File: src/rtl/rapids_pkg.sv
// Shared definitions for the instruction sequencer: state encoding,
// instruction word field positions and the write-port collision rule.
package rapids_pkg;

    typedef enum logic [2:0] {
        ST_CTRL  = 3'd0,
        ST_MAIN  = 3'd1,
        ST_IMM   = 3'd2,
        ST_ISSUE = 3'd3,
        ST_HALT  = 3'd4
    } issue_state_t;

    // Ctrl word
    localparam int CTRL_ZERO_LSB    = 0;
    localparam int CTRL_CONST_A_BIT = 4;
    localparam int CTRL_HALT_BIT    = 5;
    localparam logic [31:0] CTRL_RSVD_MASK = 32'hFFFF_FFC0;

    // Main word
    localparam int MAIN_OP_LSB    = 29;
    localparam int MAIN_FORM_BIT  = 28;
    localparam int MAIN_VEC_LSB   = 26;
    localparam int MAIN_A_LSB     = 22;
    localparam int MAIN_B_LSB     = 18;
    localparam int MAIN_C_LSB     = 14;
    localparam int MAIN_D_LSB     = 10;
    localparam int MAIN_Y1_LSB    = 6;
    localparam int MAIN_Y2_LSB    = 2;
    localparam int MAIN_WRITE_LSB = 0;

    // Both ports writing the same register: port Y2 wins, so drop Y1's enable.
    function automatic logic [1:0] resolve_write(input logic [1:0] wr,
                                                 input logic [3:0] y1,
                                                 input logic [3:0] y2);
        return (wr == 2'b11 && y1 == y2) ? 2'b10 : wr;
    endfunction

endpackage

File: src/rtl/issue_unit.sv
// Instruction sequencer: assembles ctrl/main/[imm] words into one registered
// control bundle for datapath, pulsing the write enables for a single cycle.
//
// state    | meaning
// ---------+------------------------------------------------------------
// ST_CTRL  | waiting for ctrl word (zero_reg, const_a, halt, reserved)
// ST_MAIN  | waiting for main word (ALU controls, register indices)
// ST_IMM   | waiting for 32-bit immediate (only when const_a = 1)
// ST_ISSUE | one cycle: write enables valid, retired count bumps
// ST_HALT  | stopped until reset (halt request or illegal ctrl word)
module issue_unit
    import rapids_pkg::*;
(
    input  logic        clk,
    input  logic        rst,
    input  logic [31:0] in_word,
    input  logic        in_valid,
    output logic        in_ready,
    output logic [2:0]  op,
    output logic        form,
    output logic [1:0]  vec,
    output logic [3:0]  A,
    output logic [3:0]  B,
    output logic [3:0]  C,
    output logic [3:0]  D,
    output logic [3:0]  Y1,
    output logic [3:0]  Y2,
    output logic [3:0]  zero_reg,
    output logic        const_a,
    output logic [31:0] constant,
    output logic [1:0]  write,
    output logic        halted,
    output logic        illegal,
    output logic [31:0] retired
);

    issue_state_t state_q, state_d;
    logic [2:0]  op_q, op_d;
    logic        form_q, form_d;
    logic [1:0]  vec_q, vec_d;
    logic [3:0]  a_q, a_d, b_q, b_d, c_q, c_d, d_q, d_d;
    logic [3:0]  y1_q, y1_d, y2_q, y2_d;
    logic [3:0]  zero_reg_q, zero_reg_d;
    logic        const_a_q, const_a_d;
    logic [31:0] constant_q, constant_d;
    logic [1:0]  wr_pend_q, wr_pend_d;
    logic [1:0]  write_q, write_d;
    logic        halted_q, halted_d;
    logic        illegal_q, illegal_d;
    logic [31:0] retired_q, retired_d;
    logic        xfer;

    // Ready depends on state only, never on the incoming word.
    assign in_ready = (state_q == ST_CTRL) || (state_q == ST_MAIN) || (state_q == ST_IMM);
    assign xfer     = in_valid && in_ready;

    // Next-state and field capture; write enables are armed only on the
    // transition into ISSUE so the registered pulse lines up with that cycle.
    always_comb begin
        state_d    = state_q;
        op_d       = op_q;
        form_d     = form_q;
        vec_d      = vec_q;
        a_d        = a_q;
        b_d        = b_q;
        c_d        = c_q;
        d_d        = d_q;
        y1_d       = y1_q;
        y2_d       = y2_q;
        zero_reg_d = zero_reg_q;
        const_a_d  = const_a_q;
        constant_d = constant_q;
        wr_pend_d  = wr_pend_q;
        write_d    = 2'b00;
        halted_d   = halted_q;
        illegal_d  = illegal_q;
        retired_d  = retired_q;

        case (state_q)
            ST_CTRL: begin
                if (xfer) begin
                    if ((in_word & CTRL_RSVD_MASK) != 32'd0) begin
                        illegal_d = 1'b1;
                        halted_d  = 1'b1;
                        state_d   = ST_HALT;
                    end else if (in_word[CTRL_HALT_BIT]) begin
                        halted_d  = 1'b1;
                        state_d   = ST_HALT;
                    end else begin
                        zero_reg_d = in_word[CTRL_ZERO_LSB +: 4];
                        const_a_d  = in_word[CTRL_CONST_A_BIT];
                        state_d    = ST_MAIN;
                    end
                end
            end
            ST_MAIN: begin
                if (xfer) begin
                    op_d      = in_word[MAIN_OP_LSB +: 3];
                    form_d    = in_word[MAIN_FORM_BIT];
                    vec_d     = in_word[MAIN_VEC_LSB +: 2];
                    a_d       = in_word[MAIN_A_LSB +: 4];
                    b_d       = in_word[MAIN_B_LSB +: 4];
                    c_d       = in_word[MAIN_C_LSB +: 4];
                    d_d       = in_word[MAIN_D_LSB +: 4];
                    y1_d      = in_word[MAIN_Y1_LSB +: 4];
                    y2_d      = in_word[MAIN_Y2_LSB +: 4];
                    wr_pend_d = resolve_write(in_word[MAIN_WRITE_LSB +: 2],
                                              in_word[MAIN_Y1_LSB +: 4],
                                              in_word[MAIN_Y2_LSB +: 4]);
                    if (const_a_q) begin
                        state_d = ST_IMM;
                    end else begin
                        write_d = wr_pend_d;
                        state_d = ST_ISSUE;
                    end
                end
            end
            ST_IMM: begin
                if (xfer) begin
                    constant_d = in_word;
                    write_d    = wr_pend_q;
                    state_d    = ST_ISSUE;
                end
            end
            ST_ISSUE: begin
                retired_d = retired_q + 32'd1;
                state_d   = ST_CTRL;
            end
            ST_HALT: begin
                state_d = ST_HALT;
            end
            default: begin
                state_d = ST_CTRL;
            end
        endcase
    end

    // State and bundle registers; reset drops any partial instruction.
    always_ff @(posedge clk or posedge rst) begin
        if (rst) begin
            state_q    <= ST_CTRL;
            op_q       <= '0;
            form_q     <= 1'b0;
            vec_q      <= '0;
            a_q        <= '0;
            b_q        <= '0;
            c_q        <= '0;
            d_q        <= '0;
            y1_q       <= '0;
            y2_q       <= '0;
            zero_reg_q <= '0;
            const_a_q  <= 1'b0;
            constant_q <= '0;
            wr_pend_q  <= '0;
            write_q    <= '0;
            halted_q   <= 1'b0;
            illegal_q  <= 1'b0;
            retired_q  <= '0;
        end else begin
            state_q    <= state_d;
            op_q       <= op_d;
            form_q     <= form_d;
            vec_q      <= vec_d;
            a_q        <= a_d;
            b_q        <= b_d;
            c_q        <= c_d;
            d_q        <= d_d;
            y1_q       <= y1_d;
            y2_q       <= y2_d;
            zero_reg_q <= zero_reg_d;
            const_a_q  <= const_a_d;
            constant_q <= constant_d;
            wr_pend_q  <= wr_pend_d;
            write_q    <= write_d;
            halted_q   <= halted_d;
            illegal_q  <= illegal_d;
            retired_q  <= retired_d;
        end
    end

    assign op       = op_q;
    assign form     = form_q;
    assign vec      = vec_q;
    assign A        = a_q;
    assign B        = b_q;
    assign C        = c_q;
    assign D        = d_q;
    assign Y1       = y1_q;
    assign Y2       = y2_q;
    assign zero_reg = zero_reg_q;
    assign const_a  = const_a_q;
    assign constant = constant_q;
    assign write    = write_q;
    assign halted   = halted_q;
    assign illegal  = illegal_q;
    assign retired  = retired_q;

endmodule

File: config.mk
export PLATFORM = sky130hd
export DESIGN_NAME = issue_unit
export DESIGN_NICKNAME = d
export VERILOG_FILES = /design/src/rtl/rapids_pkg.sv /design/src/rtl/issue_unit.sv
export SDC_FILE = /design/constraint.sdc
export NUM_CORES = 1
export LEC_CHECK = 0
export CELL_PAD_IN_SITES_DETAIL_PLACEMENT = 1
export CELL_PAD_IN_SITES_GLOBAL_PLACEMENT = 1
export CORE_MARGIN = 2
export CORE_UTILIZATION = 37
export DETAILED_ROUTE_END_ITERATION = 10
export PLACE_DENSITY_LB_ADDON = 0.1
export SLEW_MARGIN = 20
export SYNTH_ARGS = -nofsm -noshare
export SYNTH_HDL_FRONTEND = slang
export SYNTH_SLANG_ARGS = --single-unit
File: constraint.sdc
create_clock -name clk -period 5.2 [get_ports clk]
set_clock_uncertainty 0.05 [all_clocks]
set_input_delay 1.56 -clock clk [delete_from_list [all_inputs] [get_ports clk]]
set_output_delay 1.56 -clock clk [all_outputs]
set_load 0.03 [all_outputs]
; ---- Yosys cells after proc, flatten, opt, wreduce, memory -nomap -nowiden
; Cells that the tools add are included.
[totals]
reg_bits = 108
input_bits = 35
out_inout_bits = 104
elab_cells = 57
[classes]
n_addsub = 1
n_eq_ne = 9
muxes = 14
bitwise_logic = 2
reduce_logical = 13
[op_table]
columns = operator, count
row1 = "32-bit by 1-bit adder with 32-bit output, second input constant", 1
row2 = 32-bit nonzero test, 1
row3 = 3-bit two-way mux, 5
row4 = 3-bit one-hot mux with 4 select lines, 1
row5 = 3-bit AND reduction, 3
row6 = 2-bit two-way mux, 4
row7 = "3-bit by 2-bit equality test with 1-bit output, second input constant", 2
row8 = "2-bit inequality test, second input constant", 3
row9 = 4-bit equality test, 1
row10 = 2-bit one-hot mux with 2 select lines, 1
row11 = 2-bit AND reduction, 2
row12 = 4-bit AND reduction, 1
row13 = "3-bit by 1-bit equality test with 1-bit output, second input constant", 1
row14 = "3-bit equality test, second input constant", 1
row15 = 3-bit logical NOT, 1
row16 = 1-bit two-way mux, 3
row17 = "2-bit equality test, second input constant", 1
row18 = 1-bit logical AND, 2
row19 = 1-bit logical OR, 2
row20 = 1-bit inverter, 2
row21 = 2-bit nonzero test, 1

; ---- Logic depth before layout (Yosys ltp)
[logic_depth]
ltp_word = 6
ltp_mapped = 6
ltp_nobuf = 5

; ---- Worst setup path after synthesis
; No wires, ideal clock.
[synth_timing]
path_type = input -> register
start = input port in_word[14]
end = register const_a_q, in the netlist const_a
setup_time_ns = 0.125
arrival_ns = 2.735
slack_ns = 2.290
stages = 4
n_path_buf = 0
cell_sequence = nor4_1 nand4b_1 nor3_4 mux2_2
[synth_between]
elab_chain_len = 3
[synth_rtl]
columns = item, line_no
row1 = start: declaration, issue_unit.sv:16  ; input logic [31:0] in_word,
row2 = 32-bit nonzero test, issue_unit.sv:82  ; if ((in_word & CTRL_RSVD_MASK) != 32'd0) begin
row3 = 1-bit inverter (no source line), --
row4 = 4-bit AND reduction (no source line), --
row5 = end signal: assignment, issue_unit.sv:171  ; const_a_q <= const_a_d;
row6 = end: declaration, issue_unit.sv:44  ; logic const_a_q, const_a_d;
; No other way between the ends.
; A chain may end at the register's enable or synchronous reset.

; ---- Worst setup path after layout
[layout_timing]
start = input port in_word[7]
end = register zero_reg_q[3], in the netlist zero_reg[3]
[layout_between]
elab_chain_len = 3
[layout_rtl]
columns = item, line_no
row1 = 32-bit nonzero test, issue_unit.sv:82
row2 = 1-bit inverter (no source line), --
row3 = 4-bit AND reduction (no source line), --
row4 = end signal: assignment, issue_unit.sv:170  ; zero_reg_q <= zero_reg_d;
row5 = end: declaration, issue_unit.sv:43  ; logic [3:0] zero_reg_q, zero_reg_d;
; No other way between the ends.

==> reports/metrics.csv <==
stage,metric,value,unit
routing,met2_length,5450,µm
routing,ant_nets,0,
clocking,cts_made_buffers,9,
timing,finalCriticalPeriod,3.47,ns
clocking,clkSinkCount,108,
clocking,clk_latency,0.35,ns
logic_synthesis,ys_warn_count,0,
worst_setup_path,r2r-start,state_q[0]$_DFFE_PP0P_,
placed_design,dp.cells,604,
logic_synthesis,synthArstFlopShare,1.00,
worst_setup_path,crit_chain,clkdlybuf4s50_1 -> nor4_1 -> nand4_1 -> nor3_4 -> mux2_2,
timing,slew_violations,0,
clocking,clockRootBuffer,clkbuf_16,
routing,maxUsedRoutingLayer,met4,
logic_synthesis,synth_edf_count,0,
clocking,htreeDepth,3,
routing,wl_met3,888,µm
routing,drc,0,
floorplanning,die_area,13100,µm²
worst_setup_path,cp_max_fo,5,
clocking,ctsResizeCount,0,
routing,m1WireLength,4710,µm
grt,grt_usage,0.182,
worst_setup_path,cpMaxStageDelayCell,clkdlybuf4s50_1,
hold_path,hp-class,flop to flop,
layout,final_util,0.533,
logic_synthesis,avgSynthCellArea,13.9,µm²
layout,drive_gt1_frac,0.209,
layout,stdcell_count,620,
floorplanning,die-width,114,µm
timing,fin_setup_tns,0,ns
placed_design,gp_congestion,0.705,
logic_synthesis,synth_area,4500,µm²
routing,vias_per_cell,5.10,
power_and_ir_drop,power_density,372,nW/µm²
clocking,clk_pin_slew_worst_paths,0.07,ns
power_and_ir_drop,power_leakage,0.00271,µW
run_status,status,finished clean,
layout,antenna_cells,0,
placed_design,placed_area,6060,µm²
timing,worst_slew_pin_slew,0.748,ns
floorplanning,core_region_area,12000,µm²
routing,vias,3159,
flow_run,max_cap_viol_count,0,
worst_setup_path,arrival,3.65,ns
grt,grt_start_max_net_pins,83,
routing,dr.pass1.iters,4,
worst_setup_path,cp_data_required_time,5.38,ns
floorplanning,start_util,0.376,
layout,fin_nets,504,
worst_setup_path,critPathLaunchType,input port,
grt,grt_antenna_before_repair,0,
logic_synthesis,synth_area_leaders,"dfrtp_1, mux2_2, xnor2_1",
clocking,postCtsHoldBufs,0,
layout,area_growth_syn_to_layout,41.5,%
logic_synthesis,synth_common_cells,"dfrtp_1, mux2_2, xnor2_1, nand4_1, nand2_1",
logic_synthesis,synthFlopType,dfrtp_1,
logic_synthesis,synth_top_area_cell,dfrtp_1,
timing,final-hold-violation-count,0,
worst_setup_path,critical_path_class,input port to flop,
placed_design,port-buffer-count,138,
timing,fin_crit_sh,0.667,
routing,drt_iter0_drc,123,
timing,finalSetupViolations,0,
clocking,clockBufferDepth,2,
timing,rsz0062_at_grt,no,
logic_synthesis,ys_seq_elements,108,
floorplanning,die_h,114,µm
logic_synthesis,seq_area_frac_synth,0.600,
hold_path,whs_path_depth,1,
clocking,post-cts-setup-buffers,0,
logic_synthesis,syn_nets,360,
worst_setup_path,reg2reg_slack,3.29,ns
logic_synthesis,synth_most_common_cell,dfrtp_1,
worst_setup_path,reg2reg_to,constant[8]$_DFFE_PP0P_,
logic_synthesis,syn_inst,324,
floorplanning,ios,139,
worst_setup_path,slowest_delay,0.49,ns
worst_setup_path,r2r_cells,4,
grt,grt_pass1_wl,18300,µm
grt,grt_pass1_vias,3374,
layout,final_cell_area,6370,µm²
hold_path,hp-start,retired[31]$_DFFE_PP0N_,
power_and_ir_drop,ir_worst_vdd,0.240,mV
logic_synthesis,synth_cell_types,38,
routing,wl,11200,µm
placed_design,detailed_place_hpwl,7950,µm
logic_synthesis,synth_top_area_frac,0.600,
worst_setup_path,cp-end-kind,flop,
hold_path,whs_endpoint,retired[31]$_DFFE_PP0N_,
routing,wl_per_cell,18.0,µm
floorplanning,row_count,40,
timing,relSlewSlack,0.501,
clocking,tritoncts,built,
grt,gr-total-overflow,0,
timing,max_freq,288,MHz
## per-layer routing
metal	vias up	track usage
met1	1614	0.217
li1	1446	-
met2	88	0.301
met3	11	0.0852
met4	0	0.0447
met5	-	0
## power breakdown
group	total, µW	internal, µW	switching (µW)
combinational	642	293	349
sequential	1020	955	63.6
clock	706	401	306
total	2370	1650	718
## critical path, delay by kind of cell
kind | cells | cell delay, ns
simple gates | 3 | 1.22
mux | 1 | 0.39
buf+inv | 1 | 0.49
## area by class of cell
type                            count  area [µm²]
Sequential cell                   108        2700
Tap cell                          147         184
Multi-Input combinational cell    201        1730
Clock inverter                      5        58.8
Timing Repair Buffer              142        1410
Inverter                            6        27.5
Fill cell                        1237        5590
Clock buffer                       11         253
## worst max path at each step
stage,start,endpoint,slack (ns),cells after the start
global placement,in_word[23],const_a$_DFFE_PP0P_,1.41,5
finish,in_word[7],zero_reg[3]$_DFFE_PP0P_,1.73,5
floorplan,rst,A[0]$_DFFE_PP0P_,0.74,1
detailed placement,in_word[25],zero_reg[3]$_DFFE_PP0P_,1.36,5
global route,in_word[7],zero_reg[3]$_DFFE_PP0P_,1.62,5
CTS,in_word[21],zero_reg[3]$_DFFE_PP0P_,1.70,5
## cell usage in the layout (no fill, tap or decap), types with 9 or more instances in the layout
master,instances
clkbuf_16,9
xnor2_1,26
nand3_1,12
dfrtp_1,108
nand4_1,18
nand2_1,14
clkdlybuf4s50_1,138
mux2_2,69
nor4_1,9
xor2_1,9
nor2_1,9
## stage by stage
step           hold WS, ns  power (µW)  setup WS [ns]
2_1_floorplan        0.399        1370          0.744
5_1_grt              0.452        2480           1.62
3_3_place_gp         0.411        1670           1.41
4_1_cts              0.430        2410           1.70
3_5_place_dp         0.415        1680           1.36
6_report             0.425        2370           1.73
## cell families after synthesis
logic type / Yosys count / share of synthesized area
DFF: 108 / 0.600
AOI/OAI and AO/OA: 11 / 0.0169
buffers and inverters: 15 / 0.0183
and+or+nand+nor: 84 / 0.119
xor gates and xnor gates: 35 / 0.0681
muxes: 70 / 0.175
adders and majority gates: 1 / 0.00278
Power figures use the tool's default switching activity.
